File: src/rtl/vec_pack.sv
// Collects WIDTH-bit words into DEPTH-word groups and presents each group
// as one registered vector. The word order in the vector depends on the pack mode.
module vec_pack #(
    parameter int WIDTH = 8,
    parameter int DEPTH = 4
) (
    input  logic                           clk,
    input  logic                           rst_n,
    input  logic                           in_valid,
    input  logic [WIDTH-1:0]               in_data,
    output logic                           in_ready,
    input  logic [1:0]                     mode,
    input  logic                           flush,
    output logic                           out_valid,
    input  logic                           out_ready,
    output logic [WIDTH*DEPTH-1:0]         out_data,
    output logic [$clog2(DEPTH+1)-1:0]     out_count
);

    localparam int CW = $clog2(DEPTH+1);

    typedef enum logic {FILL, HOLD} state_t;

    state_t                        state_q, state_d;
    logic [CW-1:0]                 cnt_q, cnt_d;
    logic [1:0]                    mode_q, mode_d;
    logic [DEPTH-1:0][WIDTH-1:0]   slot_q, slot_d;
    logic [WIDTH*DEPTH-1:0]        data_q, data_d;
    logic [CW-1:0]                 count_q, count_d;

    logic                          accept;
    logic [CW-1:0]                 n_words;
    logic [1:0]                    mode_eff;

    // Mode 01 puts slot i in lane i from the LSB. Mode 10 replicates slot 0.
    // Modes 00 and 11 put slot 0 in the MSBs.
    function automatic logic [WIDTH*DEPTH-1:0] pack(
        input logic [1:0]                  m,
        input logic [DEPTH-1:0][WIDTH-1:0] s
    );
        logic [WIDTH*DEPTH-1:0] r;
        r = '0;
        for (int i = 0; i < DEPTH; i++) begin
            case (m)
                2'b01:   r[i*WIDTH +: WIDTH]           = s[i];
                2'b10:   r[i*WIDTH +: WIDTH]           = s[0];
                default: r[(DEPTH-1-i)*WIDTH +: WIDTH] = s[i];
            endcase
        end
        return r;
    endfunction

    always_comb begin
        state_d  = state_q;
        cnt_d    = cnt_q;
        mode_d   = mode_q;
        slot_d   = slot_q;
        data_d   = data_q;
        count_d  = count_q;
        accept   = 1'b0;
        mode_eff = mode_q;
        n_words  = cnt_q;
        case (state_q)
            FILL: begin
                accept  = in_valid;
                n_words = cnt_q + CW'(accept);
                if (accept && cnt_q == '0) begin
                    mode_eff = mode;
                end
                if (accept) begin
                    for (int i = 0; i < DEPTH; i++) begin
                        if (cnt_q == CW'(i)) begin
                            slot_d[i] = in_data;
                        end
                    end
                    cnt_d  = n_words;
                    mode_d = mode_eff;
                end
                // Pack from the next-state slots so a word accepted this cycle is included.
                if ((accept && cnt_q == CW'(DEPTH-1)) || (flush && n_words != '0)) begin
                    data_d  = pack(mode_eff, slot_d);
                    count_d = (mode_eff == 2'b10) ? CW'(DEPTH) : n_words;
                    state_d = HOLD;
                    cnt_d   = '0;
                    slot_d  = '0;
                end
            end
            HOLD: begin
                if (out_ready) begin
                    state_d = FILL;
                end
            end
            default: state_d = FILL;
        endcase
    end

    always_ff @(posedge clk or negedge rst_n) begin
        if (!rst_n) begin
            state_q <= FILL;
            cnt_q   <= '0;
            mode_q  <= 2'b00;
            slot_q  <= '0;
            data_q  <= '0;
            count_q <= '0;
        end else begin
            state_q <= state_d;
            cnt_q   <= cnt_d;
            mode_q  <= mode_d;
            slot_q  <= slot_d;
            data_q  <= data_d;
            count_q <= count_d;
        end
    end

    assign in_ready  = (state_q == FILL);
    assign out_valid = (state_q == HOLD);
    assign out_data  = data_q;
    assign out_count = count_q;

endmodule

File: config.mk
export PLATFORM = sky130hd
export DESIGN_NAME = vec_pack
export DESIGN_NICKNAME = d
export VERILOG_FILES = /design/src/rtl/vec_pack.sv
export SDC_FILE = /design/constraint.sdc
export NUM_CORES = 1
export LEC_CHECK = 0
export ABC_AREA = 1
export BUFFER_PORTS_ARGS = -buffer_cell sky130_fd_sc_hd__buf_2
export CAP_MARGIN = 20
export CORE_MARGIN = 5
export CORE_UTILIZATION = 51
export CTS_CLUSTER_SIZE = 25
export DETAILED_ROUTE_END_ITERATION = 8
export PLACE_DENSITY = 0.72
export SLEW_MARGIN = 10
export SYNTH_ARGS = -nofsm -noshare
export SYNTH_HDL_FRONTEND = slang
export SYNTH_SLANG_ARGS = --single-unit
File: constraint.sdc
create_clock -name clk -period 2.7 [get_ports clk]
set_input_delay 0.135 -clock clk [delete_from_list [all_inputs] [get_ports clk]]
set_output_delay 0.135 -clock clk [all_outputs]
set_load 0.01 [all_outputs]
Word-level counts from Yosys, hierarchy flattened
Cells that the tools add are included.

Add/subtract/negate cells: 1. Multiplexer cells: 19. Reductions and logical operators: 11. Equality and inequality tests: 5. Bitwise gates (word level): 1.

Operator list (count): $mux W32 (2); $mux W8 (8); $pmux W8 S2 (1); $mux W3 (3); $eq A3 B2 Y1 const B (2); $reduce_and A2 Y1 (3); $mux W2 (2); $add A3 B1 Y3 (1); $eq A3 B1 Y1 const B (1); $logic_and A1 B1 Y1 (3); $logic_not A3 Y1 (1); $reduce_bool A3 Y1 (1); $eq A2 B1 Y1 const B (1); $eq A2 B2 Y1 const B (1); $mux W1 (2); $pmux W1 S2 (1); $reduce_bool A2 Y1 (1); $reduce_or A2 Y1 (1); $logic_or A1 B1 Y1 (1); $not A1 Y1 (1).

Bits of input ports: 15. Register bits: 73. Output and inout bits: 37. Logic and storage cells: 46.

Longest topological paths before layout
Gate-level depths: netlist of run 1.

Word-level depth: 7. Depth in mapped cells: 15. Depth with buffers taken out: 13.

Worst setup path before layout of run 1
OpenSTA, ideal clock, no wires.

Path type: flip-flop to flip-flop. Start point: register cnt_q[0]. End point: register data_q[23], in the netlist out_data[23]. Buffers on the path: 2. Setup slack: 0.381 ns. Stages on the path, launching flop included: 11. Data required time: 2.583 ns. Arrival time: 2.201 ns. Setup time: 0.117 ns. Clock period less this slack: 2.319 ns. Path through: dfrtp_1 nor2_2 nand2_1 buf_2 o21ai_0 ha_1 inv_1 clkbuf_1 nand3_1 nand3_1 nand2_1.

Cells in the longest elaborated chain, start to end: 6. Elaborated cells on any way between the ends: 20. Those cells by class: add/sub (1); eq/ne (5); mux (7); reduce/logical (7).

Ends and longest elaborated chain: start: declaration (line 25) `logic [CW-1:0] cnt_q, cnt_d;`; start signal: assignment (line 107) `cnt_q <= cnt_d;`; $logic_not A3 Y1 (line 67, 72); $logic_and A1 B1 Y1 (line 67) `if (accept && cnt_q == '0) begin`; $mux W2 (line 67); $mux W2 (line 63) `case (state_q)`; $eq A2 B2 Y1 / $eq A2 B1 Y1 (equally long branches) (line 44) `case (m)`; $pmux W8 S2 (line 44); end signal: assignment (line 110) `data_q <= data_d;`; end: declaration (line 28) `logic [WIDTH*DEPTH-1:0] data_q, data_d;`.

Several ways; a longest one is shown, not always the timed one. The select of a mux whose other input is x is not followed. A chain may end at the register's enable or synchronous reset.

Worst setup path after layout of run 1
Start point: register cnt_q[0]. End point: register data_q[8], in the netlist out_data[8].

Cells in the longest elaborated chain, start to end: 7. Elaborated cells on any way between the ends: 22. Those cells by class: add/sub (1); eq/ne (5); mux (8); reduce/logical (8).

Ends and longest elaborated chain (line): $logic_not A3 Y1 (67, 72); $logic_and A1 B1 Y1 (67); $mux W2 (67); $mux W2 (63); $eq A2 B2 Y1 / $eq A2 B1 Y1 (equally long branches) (44); $mux W8 / $reduce_or A2 Y1 (equally long branches); $mux W8 (44).

Several ways; a longest one is shown, not always the timed one. The select of a mux whose other input is x is not followed.

==> impl_metrics.ini, run 1 <==
[critical_path]
critical_path_class = reg2reg
r2r_cells = 10
crit_fanout = 12
slowest_delay_ns = 0.44
path_cells = nor2_2 -> nand2_1 -> o21ai_0 -> ha_1 -> inv_1 -> buf_4 -> nor2_1 -> nor2_1 -> nand2_1 -> nand2_1
r2r_end = out_data[8]
worstSetupEndpointType = flip-flop
cp_top_family = buffers and inverters
slowest_stage = dfrtp_1
critPathRequiredTime_ns = 2.98
crit_path_start_kind = flip-flop
crit_path_frequent_cell = nand2_1
cp_num_buf_inv = 2
worstReg2RegStart = cnt_q[0]
crit_arrival_ns = 2.54
reg2reg_setup_slack_ns = 0.44

[final_layout]
final_nets = 598
nFillCells = 673
drive_gt1_share_pct = 15.7
antenna_cells = 0
area_delta_synth_final_pct = 16.1

[route]
drc_errors = 0
viasPerCell = 5.34
dr.pass1.iters = 5
drtAntennaViolNets = 0
totalWireLength_um = 10500
wl_per_cell_um = 15.4
drtIter0Drc = 305
vias = 3629

[placement]
gp_congestion = 0.968
io_buffers = 51
dp_hpwl_um = 7790
dp_slack_ns = 0.499

[grt]
grt_use_met3_pct = 3.80
grt_pass1_wl_um = 16900
grt_use_met1_pct = 34.6
grt_overflow_total = 0
grt.met2_usage_pct = 36.8
antenna_found_initial = 0
busiest_layer = met2
globalRouteTotalUtil_pct = 24.2
grt_max_degree = 44
grt_pass1_vias = 3317

[clock_tree]
clock_sinks = 73
htreeDepth = 3
insertion_delay_ns = 0.35
cts.repair.resized = 0
clk_pin_slew_worst_paths_ns = 0.08
root_buffer = clkbuf_8
clock_path_buffers = 2
cts_tree = yes
cts_inserted_buffers = 9

[floorplan]
dieArea_um2 = 9310
io_pins = 52
start_util_pct = 52.6
rows = 31
core-area_um2 = 7250
die_w_um = 96.5
fp.dieH_um = 96.5

[sta]
period_minus_slack_ns = 2.26
worst_hold_slack_ns = 0.129
slew_violations = 0
rsz0062_at_grt = no
setup_violations = 0
worst_pin_slew_ns = 0.742
hold_viol = 0
relSlewSlack_pct = 50.5
fin_ws_ns = 0.438
fmax_mhz = 442
tns_ns = 0
finalCritPeriodShare_pct = 83.8
fin_skew_ns = 0.0128

[hold_path]
hp-class = in2reg
hold_depth = 3
hold_path.startpoint = in_valid
whs_endpoint = cnt_q[0]

[logic_synthesis]
syn_inst = 522
synth_seq_cells = 73
synth_nets = 543
seq_area_frac_synth_pct = 47.9
yosysUniqueCellTypes = 21
netlist_area_um2 = 3810
ys.warnings.count = 0
postSynthAreaPerCell_um2 = 7.31

[outcome]
status = finished clean

[flow_run]
drv_cap = 0

[power]
p_leak_nw = 2.50
peakVddDrop_uv = 515
powerDensity_nw_per_um2 = 1340
==> kinds of logic (layout without fill, tap and decap cells) <==
kind of cell	count (synthesis)	after routing	share of synthesized area [%]
buffers and inverters	64	123	7.25
AOI/OAI and AO/OA	52	52	7.97
adders and majority gates	6	6	1.97
DFF	73	73	47.9
and+or+nand+nor	327	327	34.9
==> worst reg2reg max path: stages (launching register included) <==
cell and delay (ns):
dfrtp_1 0.44, nor2_2 0.14, nand2_1 0.12, o21ai_0 0.25
ha_1 0.29, inv_1 0.38, buf_4 0.27, nor2_1 0.07
nor2_1 0.10, nand2_1 0.07, nand2_1 0.06
==> synthesized netlist by cell type (all sizes together) <==
master,number,share of area (%)
o22ai,12,2.0
inv,40,3.9
ha,6,2.0
nor2,36,3.7
nand2,225,22
nand4,4,0.82
dfrtp,73,48
o21ai,35,5.0
buf,15,2.4
o211ai,4,0.79
clkbuf,9,0.89
a21oi,1,0.23
nand3,62,8.1
==> placed cells by master (no fill, tap or decap) <==
| cell type | Yosys | routed |
|---|---|---|
| a21oi_2 | 1 | 1 |
| buf_12 | 0 | 1 |
| buf_2 | 11 | 51 |
| buf_4 | 2 | 14 |
| bufinv_16 | 0 | 2 |
| clkbuf_1 | 9 | 1 |
| clkbuf_8 | 0 | 10 |
| clkinvlp_4 | 0 | 1 |
| dfrtp_1 | 73 | 73 |
| dlygate4sd3_1 | 0 | 2 |
| ha_1 | 6 | 6 |
| inv_1 | 39 | 39 |
| inv_2 | 1 | 1 |
| inv_6 | 0 | 1 |
| nand2_1 | 223 | 223 |
| nand2_2 | 2 | 2 |
| nand3_1 | 62 | 62 |
| nand4_1 | 3 | 3 |
| nand4_2 | 1 | 1 |
| nor2_1 | 34 | 34 |
| nor2_2 | 2 | 2 |
| o211ai_1 | 4 | 4 |
| o21ai_0 | 22 | 22 |
| o21ai_1 | 9 | 9 |
| o21ai_2 | 4 | 4 |
| o22ai_1 | 12 | 12 |
==> worst max path at each step <==
stage	startpoint	depth (start not counted)	end
finish	cnt_q[0]	10	out_data[8]
global route	cnt_q[2]	10	out_data[9]
CTS	cnt_q[0]	10	out_data[8]
detailed placement	cnt_q[0]	10	out_data[8]
global placement	cnt_q[0]	9	out_data[9]
floorplan	cnt_q[0]	10	out_data[23]
==> sequential cells by signal, indices dropped and copies added, names as in the netlist <==
name	cells
out_data	32
out_count	3
mode_q	2
slot_q	32
out_valid	1
cnt_q	3
==> layout make-up <==
| class | instances | area (um^2) | area share (%) |
|---|---|---|---|
| clock inverter | 4 | 76.3 | 1.72 |
| sequential | 73 | 1830 | 41.2 |
| clock buffer | 11 | 141 | 3.19 |
| timing repair buffer | 68 | 400 | 9.04 |
| tap | 99 | 124 | 2.80 |
| inverter | 40 | 150 | 3.39 |
| multi-input combinational | 385 | 1710 | 38.6 |
==> layer usage <==
metal | share of wire [%] | vias to the layer above | wire (um)
met4 | 2.2 | 0 | 235
li1 | - | 1771 | -
met3 | 7.4 | 19 | 771
met2 | 46 | 147 | 4770
met1 | 45 | 1692 | 4700
met5 | 0 | - | 0
==> power breakdown <==
part           total, mW  internal [mW]  switching (mW)
sequential          1.71           1.49           0.216
clock              0.960          0.545           0.415
combinational       3.27           1.09            2.18
total               5.94           3.12            2.82
==> per-stage QoR <==
stage / power (mW) / instance area, um^2 / cells / util, %
floorplan: 3.92 / 3810 / 522 / -
global placement: 4.90 / 4190 / 663 / 57.8
detailed placement: 4.95 / 4190 / 663 / 57.8
CTS: 5.92 / 4430 / 680 / 61.1
global route: 6.43 / 4430 / 680 / 61.1
finish: 5.94 / 4430 / 680 / 61.1
==> what timing repair did <==
action                                  in CTS  in global routing
buffers inserted                             0                  0
endpoints found under the setup margin       0                  0
hold buffers                                 2                  0
endpoints found under the hold margin       31                  0
(Power assumes the default switching activity.)
==> run 2: changes to the inputs <==
- ABC_AREA: 1 -> 0
- clock period: 2.7 -> 2.18 ns (I/O delays scaled with it)
==> run 2 against run 1 <==
Critical path type unchanged. The flow now finishes with violations (negative setup slack). Synthesized cell count fell by 30%. Global-route usage fell by 0.24 points. Sequential power rose by 27%. Power rose by 49%.
==> impl_metrics.ini, run 2 <==
[grt]
grt_pass1_wl_um = 18200
grt_overflow_total = 0
grt_pass1_vias = 3373
antenna_found_initial = 0
grt_max_degree = 74
globalRouteTotalUtil_pct = 23.9

[sta]
period_minus_slack_ns = 2.34
fin_skew_ns = 0.0115
worst_hold_slack_ns = 0.0735
finalCritPeriodShare_pct = 108
rsz0062_at_grt = yes
worst_pin_slew_ns = 0.561
slew_violations = 0
hold_viol = 0
setup_violations = 31
fin_ws_ns = -0.165
fmax_mhz = 427
tns_ns = -3.02
relSlewSlack_pct = 62.5

[floorplan]
io_pins = 52
start_util_pct = 52.1
fp.dieH_um = 98.4
rows = 32
core-area_um2 = 7650
dieArea_um2 = 9680
die_w_um = 98.4

[critical_path]
reg2reg_setup_slack_ns = -0.16
path_cells = or4b_4 -> mux2i_4 -> ha_4 -> buf_6 -> and3b_1 -> a32oi_1 -> o211ai_1 -> a22o_1
critical_path_class = reg2reg
crit_path_start_kind = flip-flop
worstReg2RegStart = cnt_q[2]
slowest_delay_ns = 0.60
r2r_end = out_data[15]
slowest_stage = or4b_4
crit_arrival_ns = 2.58
critPathRequiredTime_ns = 2.42
r2r_cells = 8
crit_fanout = 6
worstSetupEndpointType = flip-flop

[placement]
gp_congestion = 0.867
dpl_cell_area_um2 = 4640
dp_slack_ns = -0.159
dp_cells = 529
io_buffers = 51
dp_hpwl_um = 7510

[logic_synthesis]
synth_top_area_share_pct = 45.9
ys.warnings.count = 0
syn_inst = 367
synth_edf_count = 0
postSynthAreaPerCell_um2 = 10.9
yosysUniqueCellTypes = 46
synth_flop_cell = dfrtp_1
seq_area_frac_synth_pct = 45.9
synth.most_common_cell = dfrtp_1
async_reset_ff_share_pct = 100
yosys.area.top_type = dfrtp_1
netlist_area_um2 = 3980
synth_area_leaders = dfrtp_1, mux2i_1, mux2_2, a22o_1, nand2_1
synth_seq_cells = 73
synth_nets = 388
synth_common_cells = dfrtp_1, mux2i_1, nand2_1

[clock_tree]
root_buffer = clkbuf_8
cts_tree = yes
clock_sinks = 73
cts_inserted_buffers = 9
insertion_delay_ns = 0.36
clock_path_buffers = 2
htreeDepth = 3
clk_pin_slew_worst_paths_ns = 0.08

[power]
p_switching_mw = 3.66
peakVddDrop_uv = 901
combPwrFrac_pct = 62.1
p_leak_nw = 2.56
internal_power_mw = 5.17
powerDensity_nw_per_um2 = 1640
netSwitchingFraction_pct = 41.5
total_power_mw = 8.83
pwr-share-seq_pct = 24.7
power_frac_clock_pct = 13.3

[final_layout]
fin_util_pct = 70.5
mostFrequentLayoutCell = dfrtp_1
area_delta_synth_final_pct = 35.4
final_cell_mix = dfrtp_1, buf_2, buf_4, mux2i_1, nand2_1
drive_gt1_share_pct = 43.1
final_nets = 482
fin_cells = 568
antenna_cells = 0
final_cell_area_um2 = 5390

[route]
drc_errors = 0
vias = 3485
dr.pass1.iters = 5
wl_per_cell_um = 20.6
drtIter0Drc = 347
drtAntennaViolNets = 0
viasPerCell = 6.14
totalWireLength_um = 11700

[outcome]
violations = negative setup slack
status = complete, but fails checks

[hold_path]
hp-class = in2reg
hold_path.startpoint = mode[0]
whs_endpoint = mode_q[0]
hold_depth = 2

[flow_run]
drv_cap = 0
[run 2: cell count changes after synthesis, sizes merged, moves of 21 or more]
cell / delta
inv: -28
nor2: -28
mux2: +31
nand3: -55
mux2i: +36
nand2: -193
o21ai: -21
[run 2: cell type report]
| class | instances | area, um^2 |
|---|---|---|
| tap | 102 | 128 |
| clock inverter | 7 | 95.1 |
| clock buffer | 9 | 124 |
| inverter | 12 | 60.1 |
| multi-input combinational | 250 | 2290 |
| sequential | 73 | 1830 |
| fill | 517 | 2260 |
| timing repair buffer | 115 | 868 |
[run 2: metal layers]
layer  GRT usage [%]  part of all wire [%]  up-vias
li1                -                     -     1568
met1            33.2                    44     1725
met2            36.7                    47      162
met3            5.07                   6.8       30
met4            9.45                   2.3        0
met5               0                     0        -
[run 2: how the worst max path moves through the flow]
stage	startpoint	endpoint
2_1_floorplan	cnt_q[2]	out_data[21]
3_3_place_gp	cnt_q[0]	cnt_q[2]
3_5_place_dp	cnt_q[0]	slot_q[21]
4_1_cts	cnt_q[1]	out_data[17]
5_1_grt	cnt_q[2]	out_data[15]
6_report	cnt_q[2]	out_data[15]
[run 2: cell families (layout without fill, tap and decap cells)]
family	Yosys count	in the layout	synth area share, %
AO/OA/AOI/OAI	98	98	18.9
AND/OR/NAND/NOR	77	77	10.3
flip-flops	73	73	45.9
multiplexers	67	67	17.9
buffers and inverters	44	143	4.78
adder cells (fa/ha/maj)	6	6	1.88
XOR/XNOR	2	2	0.440
[run 2: repair_timing]
item | CTS | global route
gates resized for setup | 39 | 37
pin swaps | 7 | 18
gates cloned | 2 | 1
endpoints found under the hold margin | 74 | 0
hold buffers | 2 | 0
buffers inserted | 12 | 7
setup endpoints to repair | 62 | 52
[run 2: power groups by stage]
stage	sequential (mW)	combinational (mW)	clock, mW
after floorplan	2.23	2.77	0
after global placement	2.16	4.15	0
after detailed placement	2.17	4.22	0
after CTS	2.16	4.76	1.19
after global routing	2.24	5.80	1.25
final	2.18	5.48	1.17
[run 2: worst max-delay path: cells and delay by family (launching register included)]
| kind | cells | cell delay [ns] |
|---|---|---|
| and+or+nand+nor | 2 | 0.77 |
| buffers and inverters | 1 | 0.11 |
| DFF | 1 | 0.39 |
| adders and majority gates | 1 | 0.22 |
| AOI/OAI and AO/OA | 3 | 0.48 |
| muxes | 1 | 0.26 |
==> run 3: changes to the inputs <==
- MAX_ROUTING_LAYER: default -> met4
- clock period: 2.18 -> 2.4 ns (I/O delays scaled with it)
==> run 3 against run 2 <==
The run now ends clean. Largest cell class unchanged. Final area shrank 11%. Final cell count fell by 4.9%. Clock skew rose by 0.0025 ns. Sequential share of layout area grew 4.1 points. Highest routed layer unchanged. Critical path depth stayed put. Flip-flop and latch count stayed put. Sequential power down 9.6%. Largest power group unchanged. Die area stayed put. Utilization decreased by 7.7 points.
==> impl_metrics.ini, run 3 (synthesis results as in run 2) <==
[power]
p_leak_nw = 2.33
p_switching_mw = 2.84
powerDensity_nw_per_um2 = 1400
combPwrFrac_pct = 56.3
netSwitchingFraction_pct = 42.2
pwr-share-seq_pct = 29.3
power_frac_clock_pct = 14.4
total_power_mw = 6.74
peakVddDrop_uv = 685
internal_power_mw = 3.89

[final_layout]
mostFrequentLayoutCell = dfrtp_1
fin_cells = 540
area_delta_synth_final_pct = 20.6
final_nets = 454
final_cell_area_um2 = 4800
drive_gt1_share_pct = 33.6
fin_util_pct = 62.8
antenna_cells = 0
final_cell_mix = dfrtp_1, buf_2, mux2i_1, nand2_1, buf_4
nFillCells = 622

[placement]
dp_slack_ns = -0.00708
io_buffers = 51
dpl_cell_area_um2 = 4520
dp_hpwl_um = 7230
dp_cells = 516
gp_congestion = 0.897

[sta]
finalCritPeriodShare_pct = 97.2
worst_hold_slack_ns = 0.0694
tns_ns = 0
slew_violations = 0
period_minus_slack_ns = 2.33
fmax_mhz = 429
hold_viol = 0
fin_ws_ns = 0.0675
rsz0062_at_grt = yes
setup_violations = 0
relSlewSlack_pct = 62.6
fin_skew_ns = 0.0140
worst_pin_slew_ns = 0.560

[floorplan]
fp.dieH_um = 98.4
core-area_um2 = 7650
dieArea_um2 = 9680
die_w_um = 98.4
start_util_pct = 52.1
io_pins = 52
rows = 32

[critical_path]
r2r_cells = 8
path_cells = or4b_4 -> mux2i_4 -> inv_2 -> ha_4 -> buf_4 -> or3_1 -> o211ai_1 -> a2bb2oi_2
worstSetupEndpointType = flip-flop
crit_fanout = 10
critical_path_class = reg2reg
slowest_delay_ns = 0.61
crit_arrival_ns = 2.57
slowest_stage = or4b_4
crit_path_start_kind = flip-flop
critPathRequiredTime_ns = 2.64

[clock_tree]
insertion_delay_ns = 0.36
cts_tree = yes
clk_pin_slew_worst_paths_ns = 0.08
clock_path_buffers = 2
htreeDepth = 3
cts_inserted_buffers = 9
clock_sinks = 73
root_buffer = clkbuf_8

[route]
vias = 3226
drc_errors = 0
drtIter0Drc = 261
wl_per_cell_um = 19.1
dr.pass1.iters = 5
viasPerCell = 5.97
drtAntennaViolNets = 0
totalWireLength_um = 10300

[grt]
grt_max_degree = 74
grt_overflow_total = 0
grt_pass1_wl_um = 17200
antenna_found_initial = 0
grt_pass1_vias = 3151
globalRouteTotalUtil_pct = 23.1

[hold_path]
hp-class = in2reg
hold_depth = 2

[outcome]
status = finished clean

[flow_run]
drv_cap = 0
run 3: final cells by class:
| type | count | area [um^2] | share of cell area (%) |
|---|---|---|---|
| flip-flops and latches | 73 | 1830 | 38.0 |
| multi-input cells | 250 | 2040 | 42.5 |
| repair buffers | 87 | 568 | 11.8 |
| clock inverters | 7 | 71.3 | 1.48 |
| inverters | 12 | 45.0 | 0.938 |
| well taps | 102 | 128 | 2.66 |
| clock buffers | 9 | 124 | 2.58 |
run 3: critical path, delay by kind of cell, from the launching register on:
kind | cells | cell delay [ns]
DFF | 1 | 0.40
AOI/OAI and AO/OA | 2 | 0.20
and+or+nand+nor | 2 | 0.96
muxes | 1 | 0.22
adders and majority gates | 1 | 0.19
buffers and inverters | 2 | 0.24
run 3: repair_timing:
action / 4_1_cts / 5_1_grt
setup buffers: 3 / 3
hold buffers: 2 / 0
endpoints found under the setup margin: 3 / 22
pin swaps: 1 / 5
gates resized for setup: 0 / 5
hold endpoints to repair: 74 / 0
run 3: power groups by stage:
stage | Combinational, mW | Sequential (mW) | Clock [mW]
after floorplan | 2.49 | 2.03 | 0
after CTS | 3.72 | 1.97 | 0.983
after detailed placement | 3.64 | 1.98 | 0
after global placement | 3.60 | 1.97 | 0
after global routing | 4.14 | 2.04 | 1.05
final | 3.79 | 1.97 | 0.970
run 3: final timing paths:
path | from | to | slack, ns
setup / recovery | cnt_q[1] | out_data[12] | 0.07
hold / removal | mode[1] | mode_q[1] | 0.07
setup reg to reg | cnt_q[1] | out_data[12] | 0.07
hold reg to reg | slot_q[20] | slot_q[20] | 0.47
max in group asynchronous | rst_n | out_data[16] | 1.76
min in group asynchronous | rst_n | out_count[1] | 0.33
run 3: per-layer routing:
| metal | vias to the layer above | share of wire [%] | track usage, % |
|---|---|---|---|
| met2 | 124 | 44 | 31.7 |
| met1 | 1567 | 49 | 34.1 |
| met4 | 0 | 2.2 | 8.51 |
| li1 | 1512 | - | - |
| met5 | - | 0 | - |
| met3 | 23 | 5.2 | 4.21 |
